$ cat config.mk
export PLATFORM = sky130hd
export DESIGN_NAME = ahb_arbiter
export DESIGN_NICKNAME = d
export VERILOG_FILES = /design/src/rtl/ahb_arbiter.sv
export SDC_FILE = /design/constraint.sdc
export NUM_CORES = 1
export LEC_CHECK = 0
export ABC_AREA = 0
export CORE_AREA = 2 2 67 69
export DETAILED_ROUTE_END_ITERATION = 12
export DIE_AREA = 0 0 69 71
export GPL_ROUTABILITY_DRIVEN = 1
export MAX_ROUTING_LAYER = met4
export PLACE_DENSITY_LB_ADDON = 0.3
export SYNTH_ARGS = -nofsm -noshare
export SYNTH_HDL_FRONTEND = slang
export SYNTH_SLANG_ARGS = --single-unit
$ cat constraint.sdc
create_clock -name hclk -period 2.74 [get_ports hclk]
set_input_delay 0.548 -clock hclk [delete_from_list [all_inputs] [get_ports hclk]]
set_output_delay 0.548 -clock hclk [all_outputs]
set_load 0.01 [all_outputs]
$ cat src/rtl/ahb_arbiter.sv
// rtl/ahb_arbiter.sv - round-robin AHB arbiter with fixed-burst tracking.
// Optional locked sequences are enabled by defining AHB_ARB_LOCK_EN.
module ahb_arbiter #(
  parameter int NUM_MASTERS    = 4,
  parameter int DEFAULT_MASTER = 0
) (
  input  logic                   hclk,
  input  logic                   hresetn,
  input  logic [NUM_MASTERS-1:0] hbusreq,
  input  logic [NUM_MASTERS-1:0] hlock,
  input  logic [1:0]             htrans,
  input  logic [2:0]             hburst,
  input  logic                   hready,
  output logic [NUM_MASTERS-1:0] hgrant,
  output logic [2:0]             hmaster,
  output logic                   hmastlock
);

  localparam logic [1:0] TR_IDLE   = 2'b00;
  localparam logic [1:0] TR_NONSEQ = 2'b10;
  localparam logic [1:0] TR_SEQ    = 2'b11;
  localparam logic [2:0] BURST_INCR = 3'b001;
  localparam logic [2:0] DEF_IDX   = 3'(DEFAULT_MASTER);
  localparam logic [NUM_MASTERS-1:0] DEF_GRANT = NUM_MASTERS'(1) << DEFAULT_MASTER;

  typedef enum logic [1:0] {
    ST_ARB   = 2'd0,
    ST_BURST = 2'd1,
    ST_INCR  = 2'd2
`ifdef AHB_ARB_LOCK_EN
    , ST_LOCK = 2'd3
`endif
  } state_t;

  state_t                 state, state_nxt;
  logic [4:0]             beat_cnt, beat_cnt_nxt;
  logic [2:0]             grant_idx, grant_idx_nxt;
  logic [NUM_MASTERS-1:0] grant_nxt;
  logic [2:0]             master_nxt;
  logic [7:0]             req_pad;
  logic                   acc_nonseq, acc_seq, owner_req;
  logic [4:0]             burst_len_m1;
  logic [2:0]             arb_idx;

  // Requests padded to 8 so any 3-bit owner index is safe to look up.
  assign req_pad    = 8'(hbusreq);
  assign acc_nonseq = hready && (htrans == TR_NONSEQ);
  assign acc_seq    = hready && (htrans == TR_SEQ);
  assign owner_req  = req_pad[hmaster];

  always_comb begin
    case (hburst[2:1])
      2'b01:   burst_len_m1 = 5'd3;
      2'b10:   burst_len_m1 = 5'd7;
      2'b11:   burst_len_m1 = 5'd15;
      default: burst_len_m1 = 5'd0;
    endcase
  end

`ifdef AHB_ARB_LOCK_EN
  logic [7:0] lock_pad;
  logic       owner_lock;
  logic       mastlock_q, mastlock_nxt;

  assign lock_pad   = 8'(hlock);
  assign owner_lock = lock_pad[hmaster];
  assign hmastlock  = mastlock_q;
`else
  logic unused_lock;

  assign unused_lock = ^hlock;
  assign hmastlock   = 1'b0;
`endif

  // Round-robin search from the owner's successor; the owner is visited last.
  always_comb begin : p_arb
    int   cand;
    logic found;
    arb_idx = DEF_IDX;
    found   = 1'b0;
    cand    = 0;
    for (int i = 1; i <= NUM_MASTERS; i++) begin
      cand = int'(hmaster) + i;
      if (cand >= NUM_MASTERS) cand = cand - NUM_MASTERS;
      if (!found && req_pad[cand[2:0]]) begin
        found   = 1'b1;
        arb_idx = cand[2:0];
      end
    end
  end

  always_comb begin : p_next
    state_nxt     = state;
    beat_cnt_nxt  = beat_cnt;
    grant_idx_nxt = grant_idx;
    grant_nxt     = hgrant;
    master_nxt    = hmaster;
`ifdef AHB_ARB_LOCK_EN
    mastlock_nxt  = mastlock_q;
`endif
    if (hready) begin
      master_nxt = grant_idx;
`ifdef AHB_ARB_LOCK_EN
      mastlock_nxt = lock_pad[grant_idx];
`endif
      if (acc_nonseq) begin
        beat_cnt_nxt = burst_len_m1;
      end else if (acc_seq && (beat_cnt != 5'd0)) begin
        beat_cnt_nxt = beat_cnt - 5'd1;
      end

      // State follows the accepted transfer, independent of who wins the grant.
      case (state)
        ST_ARB: begin
          if (acc_nonseq) begin
            if (burst_len_m1 != 5'd0)      state_nxt = ST_BURST;
            else if (hburst == BURST_INCR) state_nxt = ST_INCR;
            else                           state_nxt = ST_ARB;
          end
        end
        ST_BURST: begin
          if (acc_nonseq) begin
            if (burst_len_m1 != 5'd0)      state_nxt = ST_BURST;
            else if (hburst == BURST_INCR) state_nxt = ST_INCR;
            else                           state_nxt = ST_ARB;
          end else if (acc_seq && (beat_cnt == 5'd1)) begin
            state_nxt = ST_ARB;
          end
        end
        ST_INCR: begin
          if (acc_nonseq) begin
            state_nxt = (burst_len_m1 != 5'd0) ? ST_BURST : ST_ARB;
          end else if (!owner_req || (htrans == TR_IDLE)) begin
            state_nxt = ST_ARB;
          end
        end
`ifdef AHB_ARB_LOCK_EN
        ST_LOCK: begin
          if (!owner_lock && (beat_cnt == 5'd0)) state_nxt = ST_ARB;
        end
`endif
        default: state_nxt = ST_ARB;
      endcase

`ifdef AHB_ARB_LOCK_EN
      if (acc_nonseq && owner_req && owner_lock) state_nxt = ST_LOCK;
`endif

      if (state_nxt == ST_ARB) begin
        grant_idx_nxt = arb_idx;
        grant_nxt     = NUM_MASTERS'(1) << arb_idx;
      end
    end
  end

  always_ff @(posedge hclk or negedge hresetn) begin
    if (!hresetn) begin
      state      <= ST_ARB;
      beat_cnt   <= 5'd0;
      grant_idx  <= DEF_IDX;
      hgrant     <= DEF_GRANT;
      hmaster    <= DEF_IDX;
`ifdef AHB_ARB_LOCK_EN
      mastlock_q <= 1'b0;
`endif
    end else begin
      state      <= state_nxt;
      beat_cnt   <= beat_cnt_nxt;
      grant_idx  <= grant_idx_nxt;
      hgrant     <= grant_nxt;
      hmaster    <= master_nxt;
`ifdef AHB_ARB_LOCK_EN
      mastlock_q <= mastlock_nxt;
`endif
    end
  end

endmodule

[Yosys cells after proc, flatten, opt, wreduce, memory -nomap -nowiden]
Index checks and enable logic that the tools add are counted.
Operators by class
  $add $sub $neg: 9
  order comparisons: 9
  equal/unequal tests: 9
  shifts and indexed selects: 1
  mux-type cells: 34
  reductions and logical operators: 20
Operators by type and width (count)
  $mux W3: 8
  $lt A3 B4 Y1 const B: 5
  $ge A4 B3 Y1 const B: 4
  $mux W2: 8
  $bmux W1 S3: 5
  $pmux W4 S3: 1
  $sub A3 B3 Y3 const B: 4
  $eq A2 B2 Y1 const B: 5
  $mux W5: 2
  $reduce_bool A5 Y1: 2
  $mux W1: 9
  $add A3 B2 Y4 const B: 2
  $logic_and A1 B1 Y1: 7
  $logic_not A2 Y1: 3
  $pmux W2 S3: 1
  $eq A5 B1 Y1 const B: 1
  $sub A5 B1 Y5 const B: 1
  $add A3 B1 Y4 const B: 1
  $add A3 B3 Y4 const B: 1
  $eq A2 B1 Y1 const B: 2
  $logic_not A1 Y1: 4
  $reduce_and A2 Y1: 2
  $shl A1 B3 Y4 const A: 1
  $eq A3 B1 Y1 const B: 1
  other kinds (2): 2
Word-level totals
  register bits after elaboration: 17
  bits of input ports: 16
  output and inout bits: 8
  logic and storage cells: 87

[Logic depth before layout (Yosys ltp)]
Gate-level depths: netlist (run 1).
  depth in word-level cells: 16
  mapped depth: 9
  gate-level depth less buffers: 8

[Worst setup path after synthesis (run 1)]
OpenSTA, ideal clock, no wires.
  kind: register -> register
  start point: register hmaster[0]
  end point: register hgrant[3]
  setup time: 0.092 ns
  arrival time: 2.258 ns
  required time: 2.648 ns
  slack: 0.390 ns
  stages on the path, launching flop included: 10
  path buffers: 1
  period minus slack after synthesis: 2.350 ns
  cell sequence: dfrtp_1 buf_6 inv_1 ha_1 mux4_2 o21ai_2 a211oi_2 mux2_4 a2bb2oi_2 o31ai_2
On the way
  longest elaborated chain between the ends: 16
  elaborated cells between the ends (all ways): 48
  classes of those cells: 8 x add/sub; 4 x order compare; 1 x shift; 25 x mux; 10 x reduce/logical
Ends and longest elaborated chain
  from (decl): line 15  | output logic [2:0] hmaster,
  from (signal assigned): line 171  | hmaster <= master_nxt;
  $add A3 B1 Y4: line 83  | cand = int'(hmaster) + i;
  $ge A4 B3 Y1 or $sub A3 B3 Y3 (tied branches): line 84  | if (cand >= NUM_MASTERS) cand = cand - NUM_MASTERS;
  $mux W3: line 84
  $bmux W1 S3: line 85  | if (!found && req_pad[cand[2:0]]) begin
  $mux W1 (not written as such): line 85
  $mux W1: line 85
  $logic_not A1 Y1: line 85
  $logic_and A1 B1 Y1: line 85
  $mux W1: line 85
  $logic_not A1 Y1: line 85
  $logic_and A1 B1 Y1: line 85
  $mux W1: line 85
  $logic_not A1 Y1: line 85
  $logic_and A1 B1 Y1: line 85
  $mux W3: line 85
  $shl A1 B3 Y4: line 151  | grant_nxt = NUM_MASTERS'(1) << arb_idx;
  to (signal assigned): line 170  | hgrant <= grant_nxt;
  to (decl): line 14  | output logic [NUM_MASTERS-1:0] hgrant,
Parallel ways exist; a longest one is shown, timed or not. The select of a mux whose other input is x is not followed.
A chain may end at the register's enable or synchronous reset.

[Worst setup path in the final report (run 1)]
  start point: input port hbusreq[0]
  end point: register hgrant[3]
On the way
  longest elaborated chain between the ends: 13
  elaborated cells between the ends (all ways): 32
  classes of those cells: 1 x shift; 21 x mux; 10 x reduce/logical
Ends and longest elaborated chain
  from (decl): line 9  | input logic [NUM_MASTERS-1:0] hbusreq,
  $bmux W1 S3: line 85
  $mux W1 (not written as such): line 85
  $mux W1: line 85
  $logic_not A1 Y1: line 85
  $logic_and A1 B1 Y1: line 85
  $mux W1: line 85
  $logic_not A1 Y1: line 85
  $logic_and A1 B1 Y1: line 85
  $mux W1: line 85
  $logic_not A1 Y1: line 85
  $logic_and A1 B1 Y1: line 85
  $mux W3: line 85
  $shl A1 B3 Y4: line 151
Parallel ways exist; a longest one is shown, timed or not. The select of a mux whose other input is x is not followed.

==> metrics list, run 1 <==
- Starting utilization of the core area: 28.45%
- In the routed layout, each cell is associated on average with a via count of between 4 and 5.
* Post-CTS repair timing setup buffer count: 0
- In this design, the stage delay of the slowest critical-path cell is 0.51 ns.
- The first routing iteration left 28 violations.
- Final hold violations: 0
* Setup violation total in the final timing report: 0
- Pin count of the biggest net entering global routing: 18
- Area of combinational cells with multiple inputs: 699.4 um2
- Worst Path Max Fanout: 3
- Number of gates resized after cts: 0
- Sequential-to-total area share from yosys stat: 35.67%
- Via count of the first global-routing pass: approximately 1k
* Static Leak: slightly above 0.6 nW
- Top cells by area, synth: sky130_fd_sc_hd__dfrtp_1 33%, sky130_fd_sc_hd__ha_1 5.2%, sky130_fd_sc_hd__nand2_1 4.7%
- VDD sags by at most 0.3225 mV.
* Clock tree buffer depth: 2
- Power spread over the standard cell area amounts to 951.7 mW/mm2.
- Relative slew margins: 47.82%
- The first global-routing pass estimated between 4000 and 5000 um of wire.
* Global routing's busiest layer: met2
* TritonRoute pass-1 iters: 4
* I/O Buffers: 18
* HPWL reported at the end of detailed placement: 2024 um
* Total nets after synthesis: about 140
- Traced cell by cell, the critical path runs through clkdlybuf4s50_1, mux4_2, o21ai_2, o21ai_2, o32ai_4, a2bb2oi_2, o31ai_2.
- Number of enable-type register cells in the synthesized netlist: 0
* Leading cell types in the layout, fill and taps excluded: 18 x sky130_fd_sc_hd__clkdlybuf4s50_1, 16 x sky130_fd_sc_hd__dfrtp_1, 15 x sky130_fd_sc_hd__nand2_1
* Antenna-violating nets left: 0
- Clock edge transition at the registers on the reported setup and hold paths: 0.06 ns
- Yosys printed 0 warnings.
- Die Y: just over 70 um
- In the synthesized netlist, the number of instances is around 120.
- After synthesis, the share of flip-flops with an asynchronous set or reset is 100.0%.
- The placed instances occupy a cell area of ~0.0014 mm2.
* Num ports: 24
* Layout cells sized above 1: roughly a fifth
- The later pin in the worst-skew pair is clocked with a latency of roughly 0.24 ns.
- Final Core Density: 35.39%
- For met1 alone, demand over resource in global routing was about an eighth.
- Area of all placed cells without fillers: 0.001488 mm2
* Via total after detailed routing: 975
- Mapped cell area: around 0.0012 mm2
- Clock tree synthesis inserted a total of 3 buffers.
* Routed WL per cell: 12.73 um
* Largest clock skew in the final design: roughly 0.0032 ns
* Class of the most critical setup path: primary input to register
- Share of the clock period used by the worst path: between 80% and 90%
- Register Area: 426.7 um2
* Distinct cell type count of the synthesized netlist: 47
* CP Launch Type: primary input
- Wire length after detailed routing: approximately 2500 um
- For this run, design rule violations remaining after detail routing come to 0.
- Adding up every negative setup slack in the final design gives 0 ns.
* Synthesis-to-layout area growth: 24.37%
* Final net count: approximately 170
* Data arrival time of the critical path: ~2.4 ns
- Core region area: between 0.004 and 0.005 mm2
- Library cell occupying the most area in the post-synthesis netlist: sky130_fd_sc_hd__dfrtp_1
* Worst path most repeated cell: sky130_fd_sc_hd__o21ai_2
- Static timing analysis puts the maximum clock frequency at ~0.44 GHz.
* Syn Area/Cell: slightly below 10 um2
* Result of the run: complete, no violations
- The initial antenna violation count was 0.
- Period minus WS final: around 2.3 ns
* Top-area cell type share of the netlist area: 33.47%
- FP Rows: 24
* Number of inserted filler cells in the final layout: 433
* Total global routing track utilization: about 11%
* CTS H-tree lvls: 1
- Met3 demand-to-capacity share in global routing: 1.425%
* DIE AREA: around 0.0049 mm2
* Path category of the worst min-delay check: register to register
* Root cell of the clock tree: sky130_fd_sc_hd__clkbuf_8
- Counting flops and latches in the post-synthesis netlist gives 17.
- The worst setup path is captured at a register.
- Dominant delay contributor by cell family on the critical path: compound AO/OA/AOI/OAI gates
* Post-synth top flop: sky130_fd_sc_hd__dfrtp_1
- Max stage delay cell, worst path: sky130_fd_sc_hd__mux4_2
- Cts hold-fix bufs: 0
* Number of clock sinks: 17
- Final Slew Violations: 0
* Hold Slack: around 0.48 ns
- Final weighted congestion of routability-driven global placement: around 0.89
- Data on the critical path is required at its endpoint by around 2.9 ns.
- Across the run, the number of max-cap violations was 0.
* Transition time of the tightest slew-check pin: a little under 0.8 ns
- From left edge to right edge, the die measures about 69 um.
- Remaining global-route overflow: 0
* Clock tree from TritonCTS: done
- Met2 usage: 19.98%
- Together, buffers and inverters on the worst path number 1.
- Setup repair after global routing missed its margin: no
- Leaving out fill and tap cells, the most frequent cell in the layout is sky130_fd_sc_hd__clkdlybuf4s50_1.
- 0 antenna diodes ended up in the layout.
layout make-up:
type	count	share of cell area [%]
multi-input combinational	93	47.01
timing repair buffer	24	15.14
clock buffer	4	3.028
sequential	17	28.68
tap	52	4.373
inverter	7	1.766
through the flow:
stage,power (mW),setup WS [ns],instances
2_1_floorplan,1.041,0.3904,122
3_3_place_gp,1.222,0.1913,193
3_5_place_dp,1.250,0.1887,193
4_1_cts,1.433,0.4353,197
5_1_grt,1.535,0.2982,197
6_report,1.416,0.4532,197
report_power, final:
group / internal (mW) / switching (mW) / total [mW] / leakage, nW
sequential: 0.337 / 0.0545 / 0.392 / 0.214
combinational: 0.393 / 0.452 / 0.844 / 0.381
clock: 0.103 / 0.0768 / 0.180 / 0.0228
total: 0.833 / 0.583 / 1.42 / 0.618
registers in the layout, summed over array words and instances, names as in the netlist:
register / cells
beat_cnt: 5
hgrant: 4
grant_idx: 3
hmaster: 3
state: 2
per-layer routing:
layer | part of all wire, % | wire, um | vias to the layer above
met5 | 0 | 0 | -
met4 | 0.48 | 12 | 0
met3 | 3.4 | 85 | 2
met2 | 52 | 1294 | 20
met1 | 44 | 1115 | 472
li1 | - | - | 481
worst register-to-register path, stage by stage, from the launching register on:
cell                        delay [ns]
sky130_fd_sc_hd__dfrtp_1          0.34
sky130_fd_sc_hd__inv_1            0.07
sky130_fd_sc_hd__ha_1             0.39
sky130_fd_sc_hd__mux4_2           0.27
sky130_fd_sc_hd__o21ai_2          0.07
sky130_fd_sc_hd__a211oi_2         0.29
sky130_fd_sc_hd__mux2_4           0.35
sky130_fd_sc_hd__a2bb2oi_2        0.16
sky130_fd_sc_hd__o31ai_2          0.22
kinds of logic after synthesis:
kind of cell	after synthesis	synth area share [%]
and+or+nand+nor	43	18.41
AOI/OAI and AO/OA	35	25.52
DFF	17	35.67
buffers and inverters	12	5.858
muxes	8	8.263
adders and majority gates	5	5.230
other	1	0.3135
xor gates and xnor gates	1	0.7324
final timing paths:
path / start / to / slack (ns) / cells past startpoint
max in group asynchronous: hresetn / grant_idx[0] / 1.49 / 1
min in group asynchronous: hresetn / beat_cnt[1] / 0.76 / 1
hold / removal: grant_idx[2] / grant_idx[2] / 0.48 / 1
setup / recovery: hbusreq[0] / hgrant[3] / 0.45 / 7
setup reg to reg: hmaster[0] / hgrant[2] / 0.49 / 8
hold reg to reg: grant_idx[2] / grant_idx[2] / 0.48 / 1
cells in the mapped netlist (3+ instances only):
cell type / n
sky130_fd_sc_hd__dfrtp_1: 16
sky130_fd_sc_hd__nand2_1: 15
sky130_fd_sc_hd__nor2_1: 9
sky130_fd_sc_hd__inv_1: 7
sky130_fd_sc_hd__o21ai_0: 7
sky130_fd_sc_hd__ha_1: 5
sky130_fd_sc_hd__mux2i_1: 5
sky130_fd_sc_hd__a21oi_1: 3
sky130_fd_sc_hd__nand2b_1: 3
sky130_fd_sc_hd__nor2b_1: 3
sky130_fd_sc_hd__nor3_1: 3
sky130_fd_sc_hd__nor3_2: 3
No activity file was read; power rests on OpenSTA's default activity.
==> run 2, diff against run 1 <==
==> constraint.sdc (replaced) <==
create_clock -name hclk -period 2.3 [get_ports hclk]
set_input_delay 0.46 -clock hclk [delete_from_list [all_inputs] [get_ports hclk]]
set_output_delay 0.46 -clock hclk [all_outputs]
set_load 0.01 [all_outputs]
==> metrics list, run 2 (synthesis results as in run 1) <==
* Result of the run: complete, no violations
* Via count of the first global-routing pass: 1027
- Routed vias/inst: about 4.8
- The most numerous cell type found on the critical path is sky130_fd_sc_hd__o21ai_2.
* Number of violations of the max-capacitance limit: 0
- Leading cell types in the layout, fill and taps excluded: 18 x sky130_fd_sc_hd__clkdlybuf4s50_1, 15 x sky130_fd_sc_hd__nand2_1, 15 x sky130_fd_sc_hd__dfrtp_1, 15 x sky130_fd_sc_hd__buf_4, 9 x sky130_fd_sc_hd__nor2_1
- Dividing the detail-routed wire length by the instance count gives approximately 12 um.
* Final Slew Violations: 0
- The register with the most flip-flops in the layout has 5 of them.
* TritonRoute pass-1 iters: 4
* CTS H-tree lvls: 1
- Setup repair after global routing could not meet its margin everywhere.
- Register with the highest flop count: beat_cnt
- FP Rows: 24
* Source-to-sink clock delay at the later pin of the worst-skew pair: approximately 0.24 ns
* Via total after detailed routing: 998
* Static Leak: 0.6622 nW
- The repair_antennas step left the layout with diodes totalling 0.
* Reg2reg setup slack: ~0.17 ns
- In the final timing run, aggregate negative setup slack is 0 ns.
- Remaining global-route overflow: 0
- From synthesis to final layout, the design area changed by 30.23%.
- Met2 usage: between 20% and 30%
- After the first detailed-routing iteration, the DRC count stood at 53.
* Period minus WS final: 2.214 ns
- The tree is rooted in a sky130_fd_sc_hd__clkbuf_8.
- By startpoint and endpoint, the worst setup path is classified as primary input to register.
- In this run the vertical extent of the chip is roughly 71 um.
- Max stage delay cell, worst path: sky130_fd_sc_hd__mux4_2
* Clock tree buffer depth: 2
- CP endpoint kind: register
* Final Core Density: between 30% and 40%
* Final hold violations: 0
* Number of cells on the worst hold path: 2
- The first global-routing pass estimated 4519 um of wire.
* Data arrival time of the critical path: ~2.3 ns
- Number of antenna violations at the first check in global routing: 0
* HPWL reported at the end of detailed placement: between 2000 and 2500 um
* Global routing's busiest layer: met2
* Setup violation total in the final timing report: 0
- Core region area: between 0.004 and 0.005 mm2
- Depth of the most critical reg-to-reg path: 8
* Max stage delay on crit path: about 0.50 ns
- Crit path buffers/inverters: 1
- Number of clock sinks: 17
- Worst EP required: roughly 2.4 ns
* Total power density per cell area: about 1100 mW/mm2
- Derived from the worst setup path, the maximum achievable clock frequency is about 0.45 GHz.
- Worst Path Max Fanout: 3
* Final net count: between 150 and 200
- The congestion estimate from routability-driven global placement came to about 0.86.
* Cts hold-fix bufs: 0
- During I/O placement, the number of pins put on the boundary was 24.
- In the final layout, the share of cells above drive strength 1 is 25.97%.
- Clock edge transition at the registers on the reported setup and hold paths: roughly 0.06 ns
- Dominant delay contributor by cell family on the critical path: compound AO/OA/AOI/OAI gates
- Buffers added to address setup during post-CTS repair amount to 0.
* CP Launch Type: primary input
- Starting utilization of the core area: between 20% and 30%
* Number of inserted filler cells in the final layout: 427
- Pin count of the biggest net entering global routing: 18
- Regs by FF count: beat_cnt x5, hgrant x4
- Clock tree synthesis inserted a total of 3 buffers.
- The number of gates resized after CTS was 0.
* Path category of the worst min-delay check: register to register
* Clock tree from TritonCTS: done
* Met1 capacity usage during global routing: around 13%
* Largest clock skew in the final design: approximately 0.00050 ns
- In this run the remaining antenna-violating nets after routing total 0.
* DIE AREA: around 0.0049 mm2
- Largest voltage drop on the vdd net: 0.4961 mV
- The worst path uses 96.25% of the clock period.
- After detailed routing, the number of remaining DRC violations is 0.
- Met3 demand-to-capacity share in global routing: about 1.1%
- In the global route stage, overall resource usage came out at between 10 and 15%.
* Horizontal die dimension: just under 70 um
- In this run the tool buffered the top-level ports with 18 buffer cells.
* Critical path, cell by cell: clkdlybuf4s50_1, mux4_2, o21ai_2, o21ai_2, o32ai_4, a2bb2oi_2, o31ai_2
- Number of stages on the worst setup path: 7
- After detailed routing, the total wire length is roughly 2500 um.
* Most common cell after layout, fill and taps aside: sky130_fd_sc_hd__clkdlybuf4s50_1
-- run 2: path summary, 6_finish.rpt --
| kind | endpoint | startpoint |
|---|---|---|
| min in group asynchronous | beat_cnt[3] | hresetn |
| setup reg to reg | hgrant[2] | hmaster[0] |
| hold / removal | hgrant[0] | hgrant[0] |
| setup / recovery | hgrant[2] | hbusreq[0] |
| max in group asynchronous | hgrant[0] | hresetn |
| hold reg to reg | hgrant[0] | hgrant[0] |
-- run 2: power by group --
group / switching [mW] / internal [mW] / total, mW
Combinational: 0.557 / 0.537 / 1.09
Clock: 0.0964 / 0.120 / 0.216
Sequential: 0.0657 / 0.403 / 0.469
Total: 0.719 / 1.06 / 1.78
-- run 2: per-layer routing --
layer  part of all wire, %  vias to the layer above
li1                      -                      502
met1                    44                      479
met2                    52                       15
met3                   3.0                        2
met4                  0.44                        0
met5                     0                        -
-- run 2: through the flow --
stage | instance area (um2) | setup slack, ns | hold slack (ns) | total power [mW] | instances
after floorplan | 1197 | 0.002010 | 0.1644 | 1.242 | 122
after global placement | 1511 | -0.1320 | 0.4653 | 1.543 | 202
after detailed placement | 1511 | -0.1673 | 0.4668 | 1.572 | 202
after CTS | 1558 | 0.09212 | 0.4768 | 1.800 | 206
after global routing | 1558 | -0.001937 | 0.5031 | 1.930 | 206
final | 1558 | 0.08624 | 0.4744 | 1.778 | 206
-- run 2: final cells by class --
type	instances	area [um2]	area share [%]
Timing Repair Buffer	33	292.8	18.80
Inverter	7	26.28	1.687
Tap cell	52	65.06	4.177
Clock inverter	1	5.005	0.3213
Sequential cell	17	427.9	27.47
Clock buffer	3	41.29	2.651
Multi-Input combinational cell	93	699.4	44.90
-- run 2: worst reg2reg max path, delay by kind of cell (launching register included) --
kind | cells | cell delay [ns]
adders and majority gates | 1 | 0.27
muxes | 2 | 0.59
buffers and inverters | 1 | 0.10
AOI/OAI and AO/OA | 4 | 0.68
DFF | 1 | 0.40
==> run 3, diff against run 2 <==
--- a/config.mk
+++ b/config.mk
@@ -7,6 +7,7 @@
 export LEC_CHECK = 0
 export ABC_AREA = 0
 export CORE_AREA = 2 2 67 69
+export CTS_CLUSTER_SIZE = 20
 export DETAILED_ROUTE_END_ITERATION = 12
 export DIE_AREA = 0 0 69 71
 export GPL_ROUTABILITY_DRIVEN = 1
==> results of run 3 <==
No change in the layout: final DEF, timing and power equal those of run 2.
